## src/rtl/bus_arbiter.sv

```systemverilog
// bus_arbiter: two-master round-robin controller for the shared RAM,
// keypad and display slaves. Each access runs IDLE -> ADDR -> DATA.
//
// Handshake: a master raises req with we/addr/wdata stable and holds
// them until its ack. gnt is high for the ADDR and DATA cycles of the
// granted transaction. ack is a one-cycle pulse in DATA, and rdata is
// valid in that cycle. It then holds until the next read ack to the
// same master.
module bus_arbiter (
    input  logic        clk,
    input  logic        rst_n,
    input  logic        m0_req,
    input  logic        m0_we,
    input  logic [11:0] m0_addr,
    input  logic [15:0] m0_wdata,
    output logic        m0_gnt,
    output logic        m0_ack,
    output logic [15:0] m0_rdata,
    input  logic        m1_req,
    input  logic        m1_we,
    input  logic [11:0] m1_addr,
    input  logic [15:0] m1_wdata,
    output logic        m1_gnt,
    output logic        m1_ack,
    output logic [15:0] m1_rdata,
    output logic [8:0]  ram_addr,
    output logic        ram_we,
    output logic [15:0] ram_wdata,
    input  logic [15:0] ram_rdata,
    output logic        kp_a0,
    output logic        kp_rdclr,
    input  logic [15:0] kp_rdata,
    output logic [15:0] disp_data,
    output logic [7:0]  err_cnt,
    output logic [1:0]  dbg_state
);

    localparam logic [11:0] MEM_END       = 12'h1ff;
    localparam logic [11:0] KEYPAD_ADDR   = 12'h710;
    localparam logic [11:0] DISPLAY_ADDR  = 12'h730;
    localparam logic [15:0] DISP_RESET    = 16'hcccc;
    localparam logic [15:0] UNMAPPED_DATA = 16'hbebe;

    typedef enum logic [1:0] {IDLE = 2'd0, ADDR = 2'd1, DATA = 2'd2} state_t;

    state_t      state_q, state_d;
    // last_q is the most recently granted master. It also selects the
    // owner of the transaction in flight, because it is loaded on ADDR entry.
    logic        last_q;
    logic        sel;
    logic        any_req;
    logic [11:0] addr_q;
    logic        we_q;
    logic [15:0] wdata_q;
    logic [15:0] m0_rdata_q, m1_rdata_q;
    logic [15:0] disp_q;
    logic [7:0]  err_q;
    logic        in_addr, in_data, busy;
    logic        is_ram, is_kp_dat, is_kp, is_disp, unmapped;
    logic [15:0] rd_mux;

    assign any_req = m0_req | m1_req;
    assign in_addr = (state_q == ADDR);
    assign in_data = (state_q == DATA);
    assign busy    = in_addr | in_data;

    // Round-robin pick: a lone requester wins, and a tie goes to the master that was not granted last.
    always_comb begin
        sel = 1'b0;
        if (m0_req && m1_req) sel = ~last_q;
        else if (m1_req)      sel = 1'b1;
    end

    // Next-state logic for the fixed three-phase access sequence.
    always_comb begin
        state_d = state_q;
        case (state_q)
            IDLE:    if (any_req) state_d = ADDR;
            ADDR:    state_d = DATA;
            DATA:    state_d = IDLE;
            default: state_d = IDLE;
        endcase
    end

    // State register.
    always_ff @(posedge clk or negedge rst_n) begin
        if (!rst_n) state_q <= IDLE;
        else        state_q <= state_d;
    end

    // Latch the winner and its request on IDLE -> ADDR, so slave outputs ignore later input changes.
    always_ff @(posedge clk or negedge rst_n) begin
        if (!rst_n) begin
            last_q  <= 1'b1;
            addr_q  <= 12'h000;
            we_q    <= 1'b0;
            wdata_q <= 16'h0000;
        end else if (state_q == IDLE && any_req) begin
            last_q  <= sel;
            addr_q  <= sel ? m1_addr  : m0_addr;
            we_q    <= sel ? m1_we    : m0_we;
            wdata_q <= sel ? m1_wdata : m0_wdata;
        end
    end

    // Address decode of the latched address.
    always_comb begin
        is_ram    = (addr_q < MEM_END);
        is_kp_dat = (addr_q == KEYPAD_ADDR);
        is_kp     = is_kp_dat || (addr_q == (KEYPAD_ADDR + 12'd1));
        is_disp   = (addr_q == DISPLAY_ADDR);
        unmapped  = !(is_ram || is_kp || is_disp);
    end

    // Read-data source for the DATA cycle.
    always_comb begin
        rd_mux = UNMAPPED_DATA;
        if (is_ram)       rd_mux = ram_rdata;
        else if (is_kp)   rd_mux = kp_rdata;
        else if (is_disp) rd_mux = disp_q;
    end

    // Display register loads in ADDR. The unmapped counter also steps in ADDR and saturates.
    always_ff @(posedge clk or negedge rst_n) begin
        if (!rst_n) begin
            disp_q <= DISP_RESET;
            err_q  <= 8'h00;
        end else if (in_addr) begin
            if (we_q && is_disp)           disp_q <= wdata_q;
            if (unmapped && err_q != 8'hff) err_q <= err_q + 8'd1;
        end
    end

    // Capture read data for the owning master at the end of DATA.
    always_ff @(posedge clk or negedge rst_n) begin
        if (!rst_n) begin
            m0_rdata_q <= 16'h0000;
            m1_rdata_q <= 16'h0000;
        end else if (in_data && !we_q) begin
            if (last_q) m1_rdata_q <= rd_mux;
            else        m0_rdata_q <= rd_mux;
        end
    end

    assign m0_gnt = busy & ~last_q;
    assign m1_gnt = busy &  last_q;
    assign m0_ack = in_data & ~last_q;
    assign m1_ack = in_data &  last_q;

    // Bypass during the ack cycle so rdata is already valid in that cycle.
    assign m0_rdata = (m0_ack && !we_q) ? rd_mux : m0_rdata_q;
    assign m1_rdata = (m1_ack && !we_q) ? rd_mux : m1_rdata_q;

    assign ram_addr  = addr_q[8:0];
    assign ram_wdata = wdata_q;
    assign ram_we    = in_addr & we_q & is_ram;
    assign kp_a0     = addr_q[0];
    assign kp_rdclr  = in_addr & ~we_q & is_kp_dat;
    assign disp_data = disp_q;
    assign err_cnt   = err_q;
    assign dbg_state = state_q;

endmodule

```

## config.mk

```make
export PLATFORM = sky130hd
export DESIGN_NAME = bus_arbiter
export DESIGN_NICKNAME = d
export VERILOG_FILES = /design/src/rtl/bus_arbiter.sv
export SDC_FILE = /design/constraint.sdc
export NUM_CORES = 1
export LEC_CHECK = 0
export BUFFER_PORTS_ARGS = -buffer_cell sky130_fd_sc_hd__buf_2
export CAP_MARGIN = 20
export CORE_MARGIN = 2
export CORE_UTILIZATION = 43
export CTS_CLUSTER_SIZE = 12
export DETAILED_ROUTE_END_ITERATION = 7
export PLACE_DENSITY = 0.72
export SKIP_CTS_REPAIR_TIMING = 1
export SLEW_MARGIN = 25
export SYNTH_ARGS = -nofsm -noshare
export SYNTH_HDL_FRONTEND = slang
export SYNTH_SLANG_ARGS = --single-unit
```

## constraint.sdc

```tcl
create_clock -name clk -period 1.8 [get_ports clk]
set_input_delay 0.36 -clock clk [delete_from_list [all_inputs] [get_ports clk]]
set_output_delay 0.36 -clock clk [all_outputs]
set_load 0.01 [all_outputs]
```

=== Word level (Yosys, flattened, before mapping) ===
Cells that the tools add are included.

* Input port bits: 94
* Register bits: 88
* Output and inout port bits: 90

* Bitwise operators: 12
* Muxes and demuxes: 12
* Reductions and logical operators: 17
* $add $sub $neg: 1
* $lt $le $gt $ge: 1
* Eq/ne operators: 7

{| class="wikitable"
|+ Operators by type and width
! kind !! number
|-
| two-way mux 16 bit || 6
|-
| equality test 12 x 11 -> 1 bit (second input constant) || 3
|-
| < comparator 12 x 9 -> 1 bit (second input constant) || 1
|-
| two-way mux 12 bit || 1
|-
| adder 8 x 1 -> 8 bit (second input constant) || 1
|-
| AND 1 bit || 8
|-
| inequality test 8 bit (second input constant) || 1
|-
| AND reduction 2 bit || 4
|-
| logical AND 1 bit || 7
|-
| case mux 2 bit (2 select lines) || 1
|-
| logical OR 1 bit || 3
|-
| two-way mux 1 bit || 3
|-
| equality test 2 x 1 -> 1 bit (second input constant) || 1
|-
| equality test 2 bit (second input constant) || 1
|-
| logical NOT 1 bit || 2
|-
| logical NOT 2 bit || 1
|-
| two-way mux 2 bit || 1
|-
| inequality test 2 bit (second input constant) || 1
|-
| inverter 1 bit || 2
|-
| OR 1 bit || 2
|}

=== Logic depth before layout (Yosys ltp) ===
Gate-level depths: netlist of run 1.

* Depth after elaboration: 7
* Depth in mapped cells: 8

=== Worst setup path before layout of run 1 ===
Ideal clock, no wire load.

* Kind: reg2out
* Start: register state_q[0] (netlist: dbg_state[0])
* End: output port m0_rdata[15]
* Stages on the path, launching flop included: 8
* Slack: -284 ps
* Required time: 1440 ps
* Arrival: 1724 ps
* Buffers on the path: 2
* Cell sequence: dfrtp_1 -> inv_1 -> ha_1 -> nor2b_1 -> nand2b_1 -> clkbuf_1 -> clkbuf_1 -> o21ai_0

* Cells in the longest elaborated chain, start to end: 4

{| class="wikitable"
|+ RTL lines
! what !! RTL line !! source
|-
| start: declaration || 46 || <nowiki>state_t state_q, state_d;</nowiki>
|-
| start signal: assignment || 88 || <nowiki>else state_q <= state_d;</nowiki>
|-
| equality test 2 bit || 64 || <nowiki>assign in_data = (state_q == DATA);</nowiki>
|-
| AND 1 bit || 147 || <nowiki>assign m0_ack = in_data & ~last_q;</nowiki>
|-
| named net m0_ack || 17 || <nowiki>output logic m0_ack,</nowiki>
|-
| logical AND 1 bit || 151 || <nowiki>assign m0_rdata = (m0_ack && !we_q) ? rd_mux : m0_rdata_q;</nowiki>
|-
| two-way mux 16 bit || 151 ||
|-
| end: declaration || 18 || <nowiki>output logic [15:0] m0_rdata,</nowiki>
|}

The timed path passes the listed nets, and every way through them passes these cells.

=== Final worst setup path of run 1 ===
* Start: register addr_q[6]
* End: output port m1_rdata[8]

* Cells in the longest elaborated chain, start to end: 5
* Elaborated cells between the ends (all ways): 9
* Classes of those cells: 1 x order compare; 3 x eq/ne; 4 x mux; 1 x reduce/logical

{| class="wikitable"
|+ RTL lines
! what !! RTL line !! source
|-
| start: declaration || 52 || <nowiki>logic [11:0] addr_q;</nowiki>
|-
| start signal: assignment || 100 || <nowiki>addr_q <= sel ? m1_addr : m0_addr;</nowiki>
|-
| parallel branches: the longest is 3 deep, another holds < comparator 12 x 9 -> 1 bit || - ||
|-
| two-way mux 16 bit * || 118 || <nowiki>if (is_ram) rd_mux = ram_rdata;</nowiki>
|-
| two-way mux 16 bit * || 152 || <nowiki>assign m1_rdata = (m1_ack && !we_q) ? rd_mux : m1_rdata_q;</nowiki>
|-
| end: declaration || 25 || <nowiki>output logic [15:0] m1_rdata,</nowiki>
|}

Mark *: on every way between the ends.

==> impl_metrics.tcl, run 1 <==
set metrics [dict create \
    status "complete, but fails checks" \
    violations "setup timing" \
    switchingPower_w 0.00420 \
    drt-initial-drc-count 96 \
    synthesis.area_mm2 0.00433 \
    arrival_ns 2.06 \
    clock_latency_ns 0.36 \
    ys_seq_elements 88 \
    synth.top_cell.area_share_pct 45.7 \
    timing.fmax_mhz 413 \
    postLayoutCoreUtil_pct 66.4 \
    clock-root-buffer "clkbuf_8" \
    drc_errors 0 \
    core_mm2 0.00977 \
    period_share_pct 134 \
    yosys.area.top_type "dfrtp_1" \
    dp.final_hpwl_um 9330 \
    overflow 0 \
    final_nets 740 \
    drtPass1Iterations 4 \
    htree_levels 3 \
    synthesis.instances 422 \
    fin_ws_ns -0.619 \
    numCtsBuffers 9 \
    regToRegSetupSlack_ns -0.37 \
    place_ws_ns -0.255 \
    area_growth_pct 50.0 \
    min_path_type "primary input to flop" \
    via_per_inst 5.16 \
    ir_worst_vdd_mv 0.748 \
    grt_antenna_before_repair 2 \
    drive_gt1_share_pct 52.4 \
    avgSynthCellArea_um2 10.2 \
    p_leak_nw 3.19 \
    worst_slew_pin_slew_ns 0.701 \
    cell_internal_pwr_w 0.00604 \
    switching_share_pct 41.0 \
    critPathLaunchType "flop" \
    clockPowerShare_pct 13.7 \
    wl_per_cell_um 16.6 \
    async_flop_share_pct 100 \
    slew_headroom_pct 53.3 \
    gp_congestion 0.844 \
    synthFlopType "dfrtp_1" \
    power_frac_seq_pct 32.0 \
    setup_viol 58 \
    drt-total-wl_um 13000 \
    synth.most_common_cell "o21ai_0" \
    final_cells 782 \
    yosys-top-cells-count "97 x o21ai_0, 79 x dfrtp_1, 65 x nand2_1, 29 x mux2i_1, 23 x clkbuf_1" \
    critical_path_required_ns 1.44 \
    fin_skew_ns 0.00854 \
    hold_viol 0 \
    initial_utilization_pct 44.3 \
    port_buffers 183 \
    die-area_mm2 0.0109 \
    die_y_um 104 \
    maxCapViolations 0 \
    cts_max_path_buffers 2 \
    clkSinkCount 88 \
    detail-route-antenna-nets 0 \
    synth.area.top_cells "dfrtp_1 46%, o21ai_0 11%, mux2i_1 6.7%" \
    syn_nets 520 \
    num_vias 4033 \
    grt_max_degree 49 \
    core.rowCount 36 \
    cts_tree "built" \
    path_class "flop to output port" \
    synth_edf_count 0 \
    dp_cells 744 \
    cts.clk_slew.worst_paths_ns 0.08 \
    rsz0062_at_grt "true" \
    grt_pass1_wl_um 19200 \
    ys_seq_area_share_pct 51.2 \
    ys_warn_count 0 \
    p_comb_share_pct 54.2 \
    critPathMaxFanout 7 \
    cp-end-kind "output port" \
    whs_ns 0.260 \
    synth_cell_types 39 \
    drv_slew 0 \
    track_usage_pct 22.1 \
    die_w_um 104 \
    ios 184 \
    powerDensity_mw_per_mm2 1580 \
    grt_pass1_vias 3866 \
    period_minus_slack_ns 2.42 \
]
[path summary, 6_finish.rpt]
check,from,cells after the start,end
min in group asynchronous,rst_n,2,m0_rdata_q[13]$_DFFE_PN0P_
min,m0_req,2,last_q$_DFFE_PN1P_
max reg2reg,addr_q[6]$_DFFE_PN0P_,7,disp_data[5]$_DFFE_PN0P_
max in group asynchronous,rst_n,3,last_q$_DFFE_PN1P_
min reg2reg,m1_rdata_q[1]$_DFFE_PN0P_,2,m1_rdata_q[1]$_DFFE_PN0P_
max,addr_q[6]$_DFFE_PN0P_,7,m1_rdata[8]
[through the flow]
stage	area [um2]	total power, W	setup TNS, ns
final	6490	0.0102	-25.60
after global routing	6490	0.0109	-29.54
after CTS	5920	0.00930	-23.26
after detailed placement	5720	0.00790	-8.97
after global placement	5720	0.00771	-7.14
after floorplan	4420	0.00588	-2.34
[cell type report]
class | instances | area (um2)
tap | 133 | 166
sequential | 88 | 2210
clock buffer | 14 | 163
fill | 807 | 3290
timing repair buffer | 245 | 1540
inverter | 2 | 7.51
antenna | 2 | 5.00
multi-input combinational | 296 | 2350
clock inverter | 2 | 37.5
[power by group through the flow]
stage	Combinational (W)	Clock [W]	Sequential, W
floorplan	0.00258	0	0.00331
global placement	0.00448	0	0.00323
detailed placement	0.00462	0	0.00328
CTS	0.00463	0.00143	0.00324
global route	0.00606	0.00151	0.00337
finish	0.00555	0.00141	0.00328
[state kept, by name, summed over array words and instances, names as in the netlist]
signal / cells
m1_rdata_q: 16
we_q: 1
err_cnt: 8
last_q: 1
addr_q: 12
disp_data: 16
dbg_state: 2
ram_wdata: 16
m0_rdata_q: 16
[cell families after synthesis]
group	Yosys count	synth area share (%)
buffers and inverters	39	4.77
AOI/OAI and AO/OA	135	17.6
xor gates and xnor gates	7	1.42
DFF	88	51.2
and+or+nand+nor	103	11.8
adders and majority gates	4	1.16
muxes	46	12.0
[per-layer routing]
metal	track usage [%]	vias to the layer above	part of all wire [%]
li1	-	1952	-
met1	27.5	1930	41
met2	36.1	119	52
met3	3.70	32	3.7
met4	13.0	0	3.3
met5	0	-	0
[placed cells by master (no fill, tap or decap), drive strengths merged, types with 3 or more instances in the layout]
master   synthesis  layout
buf             14     244
o21ai           97      97
dfrtp           79      79
nand2           65      65
mux2i           29      29
mux2            17      17
clkbuf          23      14
o22a            12      12
o22ai           12      12
dfstp            9       9
nor2b            8       8
xor2             7       7
a21oi            5       5
nor4             5       5
nand3            4       5
ha               4       4
a2bb2oi          4       4
nand2b           4       4
nand4            3       3
nor3             3       3
and2             3       3
[critical path: stages (launching register included)]
cell	delay (ns)
dfrtp_2	0.44
nor4_4	0.31
buf_4	0.17
nand3_4	0.13
buf_6	0.17
a2bb2oi_2	0.17
o21ai_2	0.14
buf_2	0.15
No activity file was read; power rests on OpenSTA's default activity.
==> inputs of run 2 (changes only) <==
--- a/config.mk
+++ b/config.mk
@@ -7,8 +7,10 @@
 export LEC_CHECK = 0
 export BUFFER_PORTS_ARGS = -buffer_cell sky130_fd_sc_hd__buf_2
 export CAP_MARGIN = 20
+export CELL_PAD_IN_SITES_DETAIL_PLACEMENT = 1
+export CELL_PAD_IN_SITES_GLOBAL_PLACEMENT = 1
 export CORE_MARGIN = 2
-export CORE_UTILIZATION = 43
+export CORE_UTILIZATION = 32
 export CTS_CLUSTER_SIZE = 12
 export DETAILED_ROUTE_END_ITERATION = 7
 export PLACE_DENSITY = 0.72
==> run 2 against run 1 <==
Net effect: the flow still finishes with violations (setup timing); sequential power is essentially flat; combinational power grew 4.7%; clock power grew 48%; core utilization shrank 16 points; cell area grew 3.1%; via count grew 0.25%; routed wire length grew 13%; clock-buffer cell count shrank 2; clock skew shrank 0.0050 ns; register-to-register slack gained 0.03 ns; cell count grew 4.9%; sequential cell count is the same; largest cell class unchanged; largest power group unchanged.
==> impl_metrics.tcl, run 2 (same netlist as run 1, synthesis figures left out) <==
set metrics [dict create \
    die_w_um 120 \
    drt-total-wl_um 14700 \
    area_growth_pct 54.7 \
    dp_cells 786 \
    finalPower_w 0.0112 \
    critPathMaxFanout 5 \
    drtPass1Iterations 4 \
    r2r_cells 6 \
    timing.fmax_mhz 417 \
    slew_headroom_pct 59.4 \
    via_per_inst 4.93 \
    clkSinkCount 88 \
    fill_cells 1524 \
    htree_levels 3 \
    setup_viol 58 \
    p_leak_nw 3.25 \
    fin_ws_ns -0.596 \
    grt_antenna_before_repair 1 \
    maxCapViolations 0 \
    initial_utilization_pct 32.7 \
    drv_slew 0 \
    num_vias 4043 \
    cp-end-kind "output port" \
    overflow 0 \
    numCtsBuffers 9 \
    rsz0062_at_grt "true" \
    die_y_um 120 \
    arrival_ns 2.04 \
    clock-root-buffer "clkbuf_16" \
    critical_path_required_ns 1.44 \
    min_path_type "primary input to async pin" \
    grt_max_degree 89 \
    gp_congestion 0.940 \
    violations "setup timing" \
    drive_gt1_share_pct 53.2 \
    grt_pass1_wl_um 21800 \
    worst_slew_pin_slew_ns 0.605 \
    track_usage_pct 19.2 \
    cts_max_path_buffers 2 \
    powerDensity_mw_per_mm2 1670 \
    hold_viol 0 \
    grt_pass1_vias 4229 \
    ir_worst_vdd_mv 0.565 \
    final_area_mm2 0.00669 \
    core.rowCount 42 \
    drc_errors 0 \
    core_mm2 0.0132 \
    finalSetupTns_ns -24.21 \
    final_common_cell "buf_2" \
    critPathLaunchType "flop" \
    dp.final_hpwl_um 10500 \
    status "complete, but fails checks" \
    cts_tree "built" \
    whs_ns 0.0181 \
    cts.clk_slew.worst_paths_ns 0.06 \
    seqCellArea_mm2 0.00221 \
    place_area_mm2 0.00576 \
    clock_latency_ns 0.34 \
    die-area_mm2 0.0145 \
    fin_skew_ns 0.00357 \
    final_cells 820 \
    multiInputGateArea_mm2 0.00240 \
    path_class "flop to output port" \
    period_share_pct 133 \
    detail-route-antenna-nets 0 \
    period_minus_slack_ns 2.40 \
    final_cell_mix "178 x buf_2, 79 x dfrtp_1, 65 x o21ai_0" \
    port_buffers 183 \
    final_nets 736 \
    wl_per_cell_um 18.0 \
    ios 184 \
    drt-initial-drc-count 164 \
]
-- run 2: critical path, cell delays in order (launching register included) --
cell and delay (ns):
dfrtp_1 0.42, nor4_4 0.39, buf_4 0.20, nand3_4 0.14, a2bb2oi_2 0.22, o21ai_1 0.15, buf_2 0.16
-- run 2: area by class of cell --
type                       count  share of cell area (%)
antenna                        1                  0.0374
multi-input combinational    296                    35.9
clock buffer                  12                    3.83
tap                          176                    3.29
timing repair buffer         241                    22.6
sequential                    88                    33.1
inverter                       2                   0.112
clock inverter                 4                    1.14
-- run 2: per-layer routing --
metal / up-vias / global-route usage, % / part of all wire, %
met4: 0 / 6.69 / 2.7
met2: 100 / 34.2 / 54
met3: 27 / 2.78 / 3.2
met1: 1978 / 23.7 / 40
li1: 1938 / - / -
met5: - / 0 / 0
-- run 2: worst paths after layout --
check / start / to / slack, ns
max in group asynchronous: rst_n / last_q$_DFFE_PN1P_ / 1.34
max reg2reg: addr_q[6]$_DFFE_PN0P_ / disp_data[12]$_DFFE_PN0P_ / -0.34
max: addr_q[6]$_DFFE_PN0P_ / m0_rdata[8] / -0.60
min in group clk: m0_req / last_q$_DFFE_PN1P_ / 0.29
min reg2reg: m0_rdata_q[3]$_DFFE_PN0P_ / m0_rdata_q[3]$_DFFE_PN0P_ / 0.48
min: rst_n / err_cnt[4]$_DFFE_PN0P_ / 0.02
-- run 2: report_power, final --
part | total, W | switching [W] | leakage [nW] | internal [W]
Combinational | 0.00581 | 0.00314 | 2.02 | 0.00267
Sequential | 0.00329 | 0.000541 | 1.07 | 0.00275
Clock | 0.00208 | 0.000786 | 0.159 | 0.00130
-- run 2: through the flow --
stage               util, %  setup WS, ns
floorplan                 -        -0.100
finish                 50.5        -0.596
CTS                    46.0        -0.676
global route           50.5        -0.701
detailed placement     43.5        -0.285
global placement       43.5        -0.215
